## config.mk

```make
export PLATFORM = sky130hd
export DESIGN_NAME = adc_multilane_capture
export DESIGN_NICKNAME = d
export VERILOG_FILES = /design/src/rtl/adc_capture_pkg.sv /design/src/rtl/adc_input_synchronizer.sv /design/src/rtl/adc_multilane_capture.sv
export SDC_FILE = /design/constraint.sdc
export NUM_CORES = 1
export LEC_CHECK = 0
export ABC_AREA = 1
export CORE_MARGIN = 2
export CORE_UTILIZATION = 47
export CTS_BUF_LIST = sky130_fd_sc_hd__clkbuf_8
export CTS_CLUSTER_DIAMETER = 80
export CTS_CLUSTER_SIZE = 28
export DETAILED_ROUTE_END_ITERATION = 16
export PLACE_DENSITY = 0.68
export SETUP_SLACK_MARGIN = 0.05
export SLEW_MARGIN = 20
export SYNTH_ARGS = -nofsm -noshare
export SYNTH_HDL_FRONTEND = slang
export SYNTH_HIERARCHICAL = 1
export SYNTH_SLANG_ARGS = --single-unit
```

## constraint.sdc

```tcl
create_clock -name clock -period 1.6 [get_ports clock]
set_clock_uncertainty 0.15 [all_clocks]
set_input_delay 0.32 -clock clock [delete_from_list [all_inputs] [get_ports clock]]
set_output_delay 0.32 -clock clock [all_outputs]
set_load 0.005 [all_outputs]
```

## src/rtl/adc_capture_pkg.sv

```systemverilog
// Shared types and constants for the multi-lane ADC capture path.
package adc_capture_pkg;

  typedef enum logic [1:0] {
    IDLE,
    ARMED,
    SHIFT,
    EMIT
  } capture_state_t;

  localparam int unsigned HEADER_BITS   = 8;
  localparam int unsigned LANE_IDX_BITS = 4;
  localparam logic [7:0]  OVERRUN_MAX   = 8'hFF;

endpackage

```

## src/rtl/adc_input_synchronizer.sv

```systemverilog
// Synchronises DRDY, serial clock and lane data through one common flop chain
// so all three stay aligned; produces registered edge pulses from the synced copies.
module adc_input_synchronizer #(
  parameter int unsigned SYNC_STAGES = 2,
  parameter int unsigned LANES       = 4
) (
  input  logic             clock,
  input  logic             reset_n,
  input  logic             drdy,
  input  logic             sclk,
  input  logic [LANES-1:0] data,
  output logic [LANES-1:0] data_sync,
  output logic             sclk_rise,
  output logic             drdy_fall
);

  localparam int unsigned WIDTH = LANES + 2;

  logic [WIDTH-1:0] stage_q [SYNC_STAGES];
  logic [WIDTH-1:0] last_q;

  // last_q holds the value the edge pulse refers to, so data_sync lines up with sclk_rise
  always_ff @(posedge clock or negedge reset_n) begin
    if (!reset_n) begin
      for (int unsigned i = 0; i < SYNC_STAGES; i++) stage_q[i] <= '0;
      last_q    <= '0;
      sclk_rise <= 1'b0;
      drdy_fall <= 1'b0;
    end else begin
      stage_q[0] <= {data, sclk, drdy};
      for (int unsigned i = 1; i < SYNC_STAGES; i++) stage_q[i] <= stage_q[i-1];
      last_q    <= stage_q[SYNC_STAGES-1];
      sclk_rise <= stage_q[SYNC_STAGES-1][1] & ~last_q[1];
      drdy_fall <= ~stage_q[SYNC_STAGES-1][0] & last_q[0];
    end
  end

  assign data_sync = last_q[WIDTH-1:2];

endmodule

```

## src/rtl/adc_multilane_capture.sv

```systemverilog
// Multi-lane ADC deserialiser: captures one SAMPLE_BITS word per lane per DRDY
// frame and streams tagged words for the masked lanes into the sample FIFO.
module adc_multilane_capture
  import adc_capture_pkg::*;
#(
  parameter int unsigned NUM_LANES   = 4,
  parameter int unsigned SAMPLE_BITS = 24,
  parameter int unsigned SYNC_STAGES = 2
) (
  input  logic                               clock,
  input  logic                               reset_n,
  input  logic                               enable,
  input  logic [NUM_LANES-1:0]               lane_mask,
  input  logic                               adc_data_ready,
  input  logic                               adc_clock,
  input  logic [NUM_LANES-1:0]               adc_data,
  input  logic                               buffer_full,
  output logic [SAMPLE_BITS+HEADER_BITS-1:0] adc_channel_data,
  output logic                               buffer_write_enable,
  output logic                               busy,
  output logic [3:0]                         frame_seq,
  output logic [7:0]                         overrun_count
);

  localparam int unsigned CNT_W = $clog2(SAMPLE_BITS + 1);

  capture_state_t state_q, state_d;

  logic [NUM_LANES-1:0]     data_sync;
  logic                     sclk_rise;
  logic                     drdy_fall;
  logic [CNT_W-1:0]         bit_cnt_q;
  logic [SAMPLE_BITS-1:0]   shift_q [NUM_LANES];
  logic [SAMPLE_BITS-1:0]   hold_q  [NUM_LANES];
  logic [NUM_LANES-1:0]     mask_q;
  logic [NUM_LANES-1:0]     pending_q;
  logic [3:0]               tag_q;

  logic                     start_frame, shift_en, capture, overrun, found;
  logic [NUM_LANES-1:0]     write_sel;
  logic [LANE_IDX_BITS-1:0] lane_tag;
  logic [SAMPLE_BITS-1:0]   sample;

  adc_input_synchronizer #(
    .SYNC_STAGES(SYNC_STAGES),
    .LANES      (NUM_LANES)
  ) u_sync (
    .clock    (clock),
    .reset_n  (reset_n),
    .drdy     (adc_data_ready),
    .sclk     (adc_clock),
    .data     (adc_data),
    .data_sync(data_sync),
    .sclk_rise(sclk_rise),
    .drdy_fall(drdy_fall)
  );

  always_ff @(posedge clock or negedge reset_n) begin
    if (!reset_n) state_q <= IDLE;
    else          state_q <= state_d;
  end

  always_comb begin
    state_d     = state_q;
    start_frame = 1'b0;
    shift_en    = 1'b0;
    capture     = 1'b0;
    overrun     = 1'b0;
    found       = 1'b0;
    write_sel   = '0;
    lane_tag    = '0;
    sample      = '0;
    // lowest pending lane goes first, giving ascending lane order
    for (int unsigned i = 0; i < NUM_LANES; i++) begin
      if (!found && pending_q[i]) begin
        found        = 1'b1;
        write_sel[i] = 1'b1;
        lane_tag     = LANE_IDX_BITS'(i);
        sample       = hold_q[i];
      end
    end
    buffer_write_enable = (state_q == EMIT) && found && !buffer_full;
    adc_channel_data    = {tag_q, lane_tag, sample};
    busy                = (state_q != IDLE);

    case (state_q)
      IDLE:  if (enable) state_d = ARMED;
      ARMED: begin
        if (!enable) state_d = IDLE;
        else if (drdy_fall) begin
          start_frame = 1'b1;
          state_d     = SHIFT;
        end
      end
      SHIFT: begin
        if (drdy_fall) begin
          overrun     = 1'b1;
          start_frame = 1'b1;
        end else if (sclk_rise) begin
          shift_en = 1'b1;
          if (bit_cnt_q == CNT_W'(SAMPLE_BITS - 1)) begin
            capture = 1'b1;
            state_d = EMIT;
          end
        end
      end
      EMIT: begin
        overrun = drdy_fall;
        if (!found || (buffer_write_enable && (pending_q & ~write_sel) == '0))
          state_d = enable ? ARMED : IDLE;
      end
      default: state_d = IDLE;
    endcase
  end

  always_ff @(posedge clock or negedge reset_n) begin
    if (!reset_n) begin
      bit_cnt_q     <= '0;
      mask_q        <= '0;
      pending_q     <= '0;
      tag_q         <= '0;
      frame_seq     <= '0;
      overrun_count <= '0;
      for (int unsigned i = 0; i < NUM_LANES; i++) begin
        shift_q[i] <= '0;
        hold_q[i]  <= '0;
      end
    end else begin
      if (start_frame) begin
        bit_cnt_q <= '0;
        mask_q    <= lane_mask;
      end else if (shift_en) begin
        bit_cnt_q <= bit_cnt_q + 1'b1;
      end

      if (shift_en)
        for (int unsigned i = 0; i < NUM_LANES; i++)
          shift_q[i] <= {shift_q[i][SAMPLE_BITS-2:0], data_sync[i]};

      if (capture) begin
        for (int unsigned i = 0; i < NUM_LANES; i++)
          hold_q[i] <= {shift_q[i][SAMPLE_BITS-2:0], data_sync[i]};
        pending_q <= mask_q;
        tag_q     <= frame_seq;
        frame_seq <= frame_seq + 1'b1;
      end else if (buffer_write_enable) begin
        pending_q <= pending_q & ~write_sel;
      end

      if (overrun && overrun_count != OVERRUN_MAX)
        overrun_count <= overrun_count + 1'b1;
    end
  end

endmodule

```

# After elaboration in Yosys (flattened, before gate mapping)

Index checks and enable logic that the tools add are counted.

Bits in registers: 239
Bits of input ports: 14
Output and inout port bits: 46

$add $sub $neg: 3
Equality and inequality tests: 11
Mux-type cells: 38
Bitwise gates (word level): 6
Reductions and logical operators: 19

Operators with widths:

| operator              | count |
|---|---|
| $mux W24              | 4 |
| $mux W1               | 18 |
| $mux W4               | 4 |
| $mux W2               | 7 |
| $mux W5               | 2 |
| $add A8 B1 Y8 const B | 1 |
| $ne A8 B8 Y1 const B  | 1 |
| $pmux W2 S4           | 1 |
| $logic_and A1 B1 Y1   | 7 |
| $ne A2 B2 Y1 const B  | 3 |
| $reduce_and A6 Y1     | 1 |
| $reduce_bool A2 Y1    | 3 |
| $add A5 B1 Y5 const B | 1 |
| $eq A5 B5 Y1 const B  | 1 |
| $logic_not A1 Y1      | 5 |
| $add A4 B1 Y4 const B | 1 |
| $and A4 B4 Y4         | 1 |
| $eq A2 B2 Y1 const B  | 2 |
| $logic_not A4 Y1      | 1 |
| $ne A2 B1 Y1 const B  | 2 |
| $not A4 Y4            | 1 |
| $pmux W1 S2           | 2 |
| $ne A3 B2 Y1 const B  | 1 |
| $and A1 B1 Y1         | 2 |
| other kinds (4)       | 5 |

# Logic depth before layout (Yosys ltp)

Gate-level depths: netlist of run 1.

Depth after elaboration: 17
Mapped depth: 9
Gate-level depth less buffers: 8

# Modules after synthesis

The synthesis of run 1 kept the hierarchy.

Modules (own cells, without submodules):

| module                 | instances | cells each | area an instance (sq um) | sequential area each (sq um) |
|---|---|---|---|---|
| adc_multilane_capture  | 1         | 1003       | 9107.5                   | 5480.3 |
| adc_input_synchronizer | 1         | 28         | 550.5                    | 500.5 |

# Worst setup path after synthesis of run 1

No wires, ideal clock.

Kind: register to register
From: register state_q[0]
To: register hold_q[31] (netlist name)
Setup time: 131 ps
Arrival: 1472 ps
Data required time: 1319 ps
Slack: -154 ps
Cell stages (with the launch flop): 8
Path buffers: 2
Cells stage by stage: dfrtp_1 inv_1 ha_1 nand4_4 buf_4 buf_2 nand2_1 o21ai_0

Word-level cells in the longest chain between the ends: 2

Ends and longest elaborated chain:

| element                         | RTL line                     | source |
|---|---|---|
| from (decl)                     | adc_multilane_capture.sv:27  | `capture_state_t state_q, state_d;` |
| from (signal assigned)          | adc_multilane_capture.sv:60  | `else state_q <= state_d;` |
| $eq A2 B2 Y1                    | adc_multilane_capture.sv:86  | `case (state_q)` |
| $mux W1                         | adc_multilane_capture.sv:86  |  |
| to (signal, indexed assignment) | adc_multilane_capture.sv:142 | `hold_q[i] <= {shift_q[i][SAMPLE_BITS-2:0], data_sync[i]};` |
| to (decl)                       | adc_multilane_capture.sv:34  | `logic [SAMPLE_BITS-1:0] hold_q [NUM_LANES];` |

Every way passes these cells.
A chain may end at the register's enable or synchronous reset.

# Worst setup path in the final report of run 1

From: register pending_q[0]
To: output adc_channel_data[14]

Word-level cells in the longest chain between the ends: 10
Elaborated cells between the ends (all ways): 13

Ends and longest elaborated chain:

| element                | RTL line                     | source |
|---|---|---|
| from (decl)            | adc_multilane_capture.sv:36  | `logic [NUM_LANES-1:0] pending_q;` |
| from (signal assigned) | adc_multilane_capture.sv:143 | `pending_q <= mask_q;` |
| from (signal assigned) | adc_multilane_capture.sv:147 | `pending_q <= pending_q & ~write_sel;` |
| $mux W1                | adc_multilane_capture.sv:75  | `if (!found && pending_q[i]) begin` |
| $logic_not A1 Y1       | adc_multilane_capture.sv:75  |  |
| $logic_and A1 B1 Y1    | adc_multilane_capture.sv:75  |  |
| $mux W1                | adc_multilane_capture.sv:75  |  |
| $logic_not A1 Y1       | adc_multilane_capture.sv:75  |  |
| $logic_and A1 B1 Y1    | adc_multilane_capture.sv:75  |  |
| $mux W1                | adc_multilane_capture.sv:75  |  |
| $logic_not A1 Y1       | adc_multilane_capture.sv:75  |  |
| $logic_and A1 B1 Y1    | adc_multilane_capture.sv:75  |  |
| $mux W24 (*)           | adc_multilane_capture.sv:75  |  |
| to (decl)              | adc_multilane_capture.sv:18  | `output logic [SAMPLE_BITS+HEADER_BITS-1:0] adc_channel_data,` |

Every way passes the cells marked *; elsewhere a longest branch is shown, timed or not.

==> results.sh, run 1 <==
export IMPL_hold_class="in -> reg"
export IMPL_powerDensity_mw_per_mm2=824
export IMPL_cts_root_buffer="clkbuf_8"
export IMPL_critPathRequiredTime_ns=1.13
export IMPL_drv_slew=0
export IMPL_fin_util=0.790
export IMPL_drive_above_1_share=0.579
export IMPL_coreArea_sq_mm=0.0202
export IMPL_rows=52
export IMPL_design_die_area_sq_mm=0.0217
export IMPL_clock_latency_ns=0.58
export IMPL_reg2reg_to="hold_q[39]"
export IMPL_hpwl_mm=14.5
export IMPL_die_h_um=147
export IMPL_grt_pass1_vias=8710
export IMPL_fillers=937
export IMPL_crit_start="pending_q[0]"
export IMPL_die_w_um=147
export IMPL_max_clock_freq_ghz=0.384
export IMPL_drt_first_iter_violations=855
export IMPL_r2r_slack_ns=-0.43
export IMPL_dr_total_vias=9482
export IMPL_r2r_start="state_q[0]"
export IMPL_n_antenna_cell=0
export IMPL_timing_hold_ws_ns=0.0399
export IMPL_leakagePower_nw=7.63
export IMPL_syn_area_sq_mm=0.00966
export IMPL_maxCapViolCount=0
export IMPL_path_clk_slew_ns=0.16
export IMPL_critPathLaunchType="flip-flop"
export IMPL_arrival_ns=2.14
export IMPL_finalCriticalPeriod_ns=2.61
export IMPL_area_growth_pct=65.1
export IMPL_synth_seq_area_share=0.619
export IMPL_endpoint_kind="output port"
export IMPL_min_period_over_period=1.63
export IMPL_status="finished, violations left"
export IMPL_critPathCapture="adc_channel_data[14]"
export IMPL_worst_slack_ns=-1.01
export IMPL_cts_tree="built"
export IMPL_synth_cells=1031
export IMPL_overflow=0
export IMPL_wirelength_mm=41.3
export IMPL_cts_buffer_depth=3
export IMPL_cp_max_fo=4
export IMPL_cts_htree_levels=1
export IMPL_antenna_found_initial=0
export IMPL_ys_warn_count=6
export IMPL_avgSynthCellArea_sq_um=9.37
export IMPL_wl_per_cell_um=27.1
export IMPL_start_util=0.479
export IMPL_grt_start_max_net_pins=59
export IMPL_yosysUniqueCellTypes=31
export IMPL_antenna_left=0
export IMPL_report_final_setup_viol=248
export IMPL_port_buffers=57
export IMPL_numCtsBuffers=13
export IMPL_rsz0062_at_grt="yes"
export IMPL_reg2regPathDepth=11
export IMPL_final_nets=1270
export IMPL_violations="negative setup slack"
export IMPL_peakVddDrop_mv=0.824
export IMPL_critical_path_class="reg -> out"
export IMPL_hold_violations=0
export IMPL_grt_use_total=0.288
export IMPL_drc=0
export IMPL_cts_sinks=239
export IMPL_pin_count=60
export IMPL_via_per_inst=6.23
export IMPL_ys_seq_elements=239
export IMPL_firstDrtPassIters=5
export IMPL_grt_pass1_wl_mm=48.5
export IMPL_gp_congestion=0.816
==> Yosys cell counts, drive strengths merged <==
cell type | n | area share
conb | 1 | 0.00039
a311oi | 1 | 0.00091
buf | 38 | 0.024
o21a | 1 | 0.00078
nand2 | 338 | 0.13
a21oi | 5 | 0.0030
inv | 121 | 0.047
nand3 | 16 | 0.0083
nor3 | 1 | 0.00052
o21ai | 159 | 0.083
nor2 | 15 | 0.0087
o2111ai | 22 | 0.020
o22ai | 27 | 0.017
clkinv | 2 | 0.00078
nand3b | 1 | 0.00078
clkbuf | 19 | 0.0074
xnor2 | 7 | 0.0063
nand4 | 6 | 0.0054
dfrtp | 239 | 0.62
ha | 8 | 0.010
xor2 | 4 | 0.0036
==> flip-flops by register name, indices dropped and copies added (netlist names), named ones only <==
name / flops
shift_q: 92
mask_q: 4
u_sync/sclk_rise: 1
state_q: 1
tag_q: 4
frame_seq: 4
pending_q: 4
u_sync/last_q: 6
overrun_count: 8
hold_q: 96
u_sync/drdy_fall: 1
u_sync/stage_q: 12
bit_cnt_q: 5
==> cell families after synthesis <==
kind of cell,after synthesis,synth area share
AOI/OAI and AO/OA,215,0.125
DFF,239,0.619
adders and majority gates,8,0.0104
other,1,0.000388
buffers and inverters,180,0.0793
and+or+nand+nor,377,0.156
xor gates and xnor gates,11,0.00998
==> how the worst min path moves through the flow <==
stage,start,end,cells after the start
2_1_floorplan,reset_n,async pin,0
3_3_place_gp,reset_n,overrun_count[6],1
3_5_place_dp,reset_n,overrun_count[6],1
4_1_cts,adc_data[0],u_sync/stage_q[8],1
5_1_grt,adc_data_ready,u_sync/stage_q[6],1
6_report,adc_data[3],u_sync/stage_q[11],1
==> where the power goes <==
part,leakage (nW),internal [mW],switching [mW],total (mW)
clock network,0.131,0.880,2.07,2.95
logic,4.22,1.67,1.88,3.55
registers,3.27,6.34,0.288,6.63
==> metal layers <==
metal  vias to the layer above  wire (um)  track usage
li1                       3749          -            -
met2                       678      20000        0.477
met1                      4791      14500        0.368
met3                       264       3350       0.0497
met4                         0       3450        0.144
met5                         -          0            0
==> placed cells by master (no fill, tap or decap), types with 4 or more instances in the layout <==
cell and n:
ha_1 6, nand2_8 6, o21ai_4 7, buf_12 49, nand2_4 145, xnor2_1 5, o2111ai_4 4, buf_6 37
nor2_1 6, o21ai_2 113, dfrtp_1 237, nand3_4 4, nand4_1 5, buf_8 17, nand2_2 100, o2111ai_2 17
buf_2 40, o22ai_2 22, inv_2 5, clkdlybuf4s50_1 12, nand3_1 9, inv_6 4, inv_1 110, buf_16 26
inv_4 5, buf_4 65, nor2_4 7, clkbuf_8 14, clkbuf_16 11, o21ai_1 39, o22ai_4 4, nand2_1 87
==> stage by stage <==
step,cells,TNS [ns],total power [mW],area [sq um],setup slack [ns]
final,1523,-90.40,13.1,15900,-1.01
after global routing,1523,-101.28,13.5,15900,-1.04
after CTS,1505,-98.62,12.0,14000,-0.757
after detailed placement,1379,-28.43,8.33,11100,-0.557
after global placement,1379,-23.26,8.30,11100,-0.477
after floorplan,1032,0,7.39,9710,0.0271
==> repair_timing <==
action | 4_1_cts | 5_1_grt
gates resized for setup | 642 | 485
endpoints found under the hold margin | 239 | 0
hold buffers | 1 | 0
setup buffers | 69 | 28
cloned | 37 | 15
setup endpoints to repair | 262 | 263
pin swaps | 47 | 61
==> worst max-delay path, cell delays in order (launching register included) <==
cell and delay [ns]:
dfrtp_1 0.47, nor2_4 0.21, buf_6 0.14, nand2_4 0.06, inv_6 0.08, buf_6 0.13
clkbuf_16 0.16, nand2_1 0.06, o2111ai_1 0.09, buf_2 0.16
==> area by class of cell <==
type	count	area, sq um	area share
tap	270	338	0.0212
clock inverter	6	51.3	0.00322
multi-input combinational	613	5410	0.339
inverter	123	508	0.0319
clock buffer	14	193	0.0121
timing repair buffer	258	3460	0.217
sequential	239	5980	0.375
(Power assumes the default switching activity.)
==> run 2, diff against run 1 <==
--- a/config.mk
+++ b/config.mk
@@ -12,6 +12,7 @@
 export CTS_CLUSTER_DIAMETER = 80
 export CTS_CLUSTER_SIZE = 28
 export DETAILED_ROUTE_END_ITERATION = 16
+export GPL_ROUTABILITY_DRIVEN = 0
 export PLACE_DENSITY = 0.68
 export SETUP_SLACK_MARGIN = 0.05
 export SLEW_MARGIN = 20
==> results of run 2 <==
The final DEF is identical to that of run 1; final timing and power are the same.
==> run 3, diff against run 2 <==
==> constraint.sdc (replaced) <==
create_clock -name clock -period 1.6 [get_ports clock]
set_clock_uncertainty 0.15 [all_clocks]
set_input_delay 0.32 -clock clock [delete_from_list [all_inputs] [get_ports clock]]
set_output_delay 0.32 -clock clock [all_outputs]
set_load 0.01 [all_outputs]
==> results.sh, run 3 (synthesis results as in run 1) <==
export IMPL_status="finished, violations left"
export IMPL_violations="negative setup slack"
export IMPL_grt_pass1_wl_mm=53.1
export IMPL_overflow=0
export IMPL_worst_slack_ns=-0.909
export IMPL_die_h_um=147
export IMPL_cts_htree_levels=1
export IMPL_drive_above_1_share=0.578
export IMPL_final_cell_mix="dfrtp_1, nand2_4, o21ai_2, inv_1, nand2_2"
export IMPL_numCtsBuffers=13
export IMPL_cp_max_fo=8
export IMPL_final_nets=1266
export IMPL_via_per_inst=6.27
export IMPL_dr_total_vias=9524
export IMPL_report_final_setup_viol=248
export IMPL_cts_root_buffer="clkbuf_8"
export IMPL_die_w_um=147
export IMPL_fin_area_sq_mm=0.0158
export IMPL_coreArea_sq_mm=0.0202
export IMPL_firstDrtPassIters=6
export IMPL_grt_use_total=0.320
export IMPL_leakagePower_nw=7.49
export IMPL_wl_per_cell_um=27.3
export IMPL_antenna_left=0
export IMPL_min_period_over_period=1.57
export IMPL_tns_ns=-92.39
export IMPL_start_util=0.479
export IMPL_arrival_ns=2.04
export IMPL_r2r_slack_ns=-0.47
export IMPL_grt_pass1_vias=9282
export IMPL_cts_tree="built"
export IMPL_rsz0062_at_grt="yes"
export IMPL_reg_largest_list="hold_q (96), shift_q (92), u_sync/stage_q (12)"
export IMPL_finalCriticalPeriod_ns=2.51
export IMPL_endpoint_kind="output port"
export IMPL_cts_sinks=239
export IMPL_fin_util=0.781
export IMPL_n_antenna_cell=0
export IMPL_maxCapViolCount=0
export IMPL_wirelength_mm=41.4
export IMPL_max_clock_freq_ghz=0.399
export IMPL_drv_slew=0
export IMPL_clock_latency_ns=0.58
export IMPL_dp_slack_ns=-0.605
export IMPL_final_common_cell="dfrtp_1"
export IMPL_critical_path_class="reg -> out"
export IMPL_hold_class="in -> async"
export IMPL_antenna_found_initial=0
export IMPL_drt_first_iter_violations=1134
export IMPL_drc=0
export IMPL_regMostFlops="hold_q"
export IMPL_cts_buffer_depth=3
export IMPL_hpwl_mm=14.4
export IMPL_hold_violations=0
export IMPL_peakVddDrop_mv=0.794
export IMPL_fin_cells=1518
export IMPL_design_die_area_sq_mm=0.0217
export IMPL_largest_reg_flops=96
export IMPL_power_mw=12.9
export IMPL_pin_count=60
export IMPL_post_place_cells=1387
export IMPL_rows=52
export IMPL_critPathRequiredTime_ns=1.13
export IMPL_critPathLaunchType="flip-flop"
export IMPL_fillers=984
export IMPL_port_buffers=57
export IMPL_timing_hold_ws_ns=0.0521
export IMPL_grt_start_max_net_pins=46
export IMPL_placed_area_sq_mm=0.0112
export IMPL_area_growth_pct=63.1
export IMPL_path_clk_slew_ns=0.20
export IMPL_powerDensity_mw_per_mm2=821
[run 3: metal layers]
metal  GRT usage  share of wire
met1       0.407           0.35
met2       0.530           0.46
met3      0.0528          0.098
met4       0.170          0.085
met5           0              0
[run 3: what timing repair did]
action	4_1_cts	5_1_grt
gates cloned	47	4
setup endpoints to repair	261	262
pin swaps	49	59
endpoints found under the hold margin	239	0
hold buffers	1	0
resized for setup	683	432
setup buffers	68	33
[run 3: worst max-delay path: stages, from the launching register on]
cell and delay [ns]:
dfrtp_2 0.48, nor2_4 0.19, nand2_2 0.11, inv_4 0.11
buf_12 0.12, buf_12 0.12, nand2_1 0.09, o2111ai_2 0.11
buf_2 0.18
[run 3: worst paths after layout]
kind / cells after the start / from / end
min: 2 / reset_n / shift_q[60]
min reg2reg: 0 / u_sync/stage_q[11] / u_sync/stage_q[5]
max reg2reg: 12 / state_q[0] / hold_q[50]
max: 8 / pending_q[0] / adc_channel_data[3]
max in group asynchronous: 3 / reset_n / state_q[0]
min in group clock: 1 / adc_data[2] / u_sync/stage_q[10]
[run 3: where the power goes]
part,leakage (nW),total [mW],internal (mW),switching (mW)
combinational,4.09,3.36,1.48,1.88
clock,0.121,2.96,0.870,2.09
sequential,3.27,6.61,6.34,0.267
[run 3: layout make-up]
class                           instances  area [sq um]  share of cell area
Clock buffer                           14           193              0.0122
Clock inverter                          5          50.0             0.00318
Inverter                              123           523              0.0332
Multi-Input combinational cell        614          5340               0.339
Sequential cell                       239          5980               0.380
Tap cell                              270           338              0.0214
Timing Repair Buffer                  252          3310               0.210
Timing Repair inverter                  1          16.3             0.00103
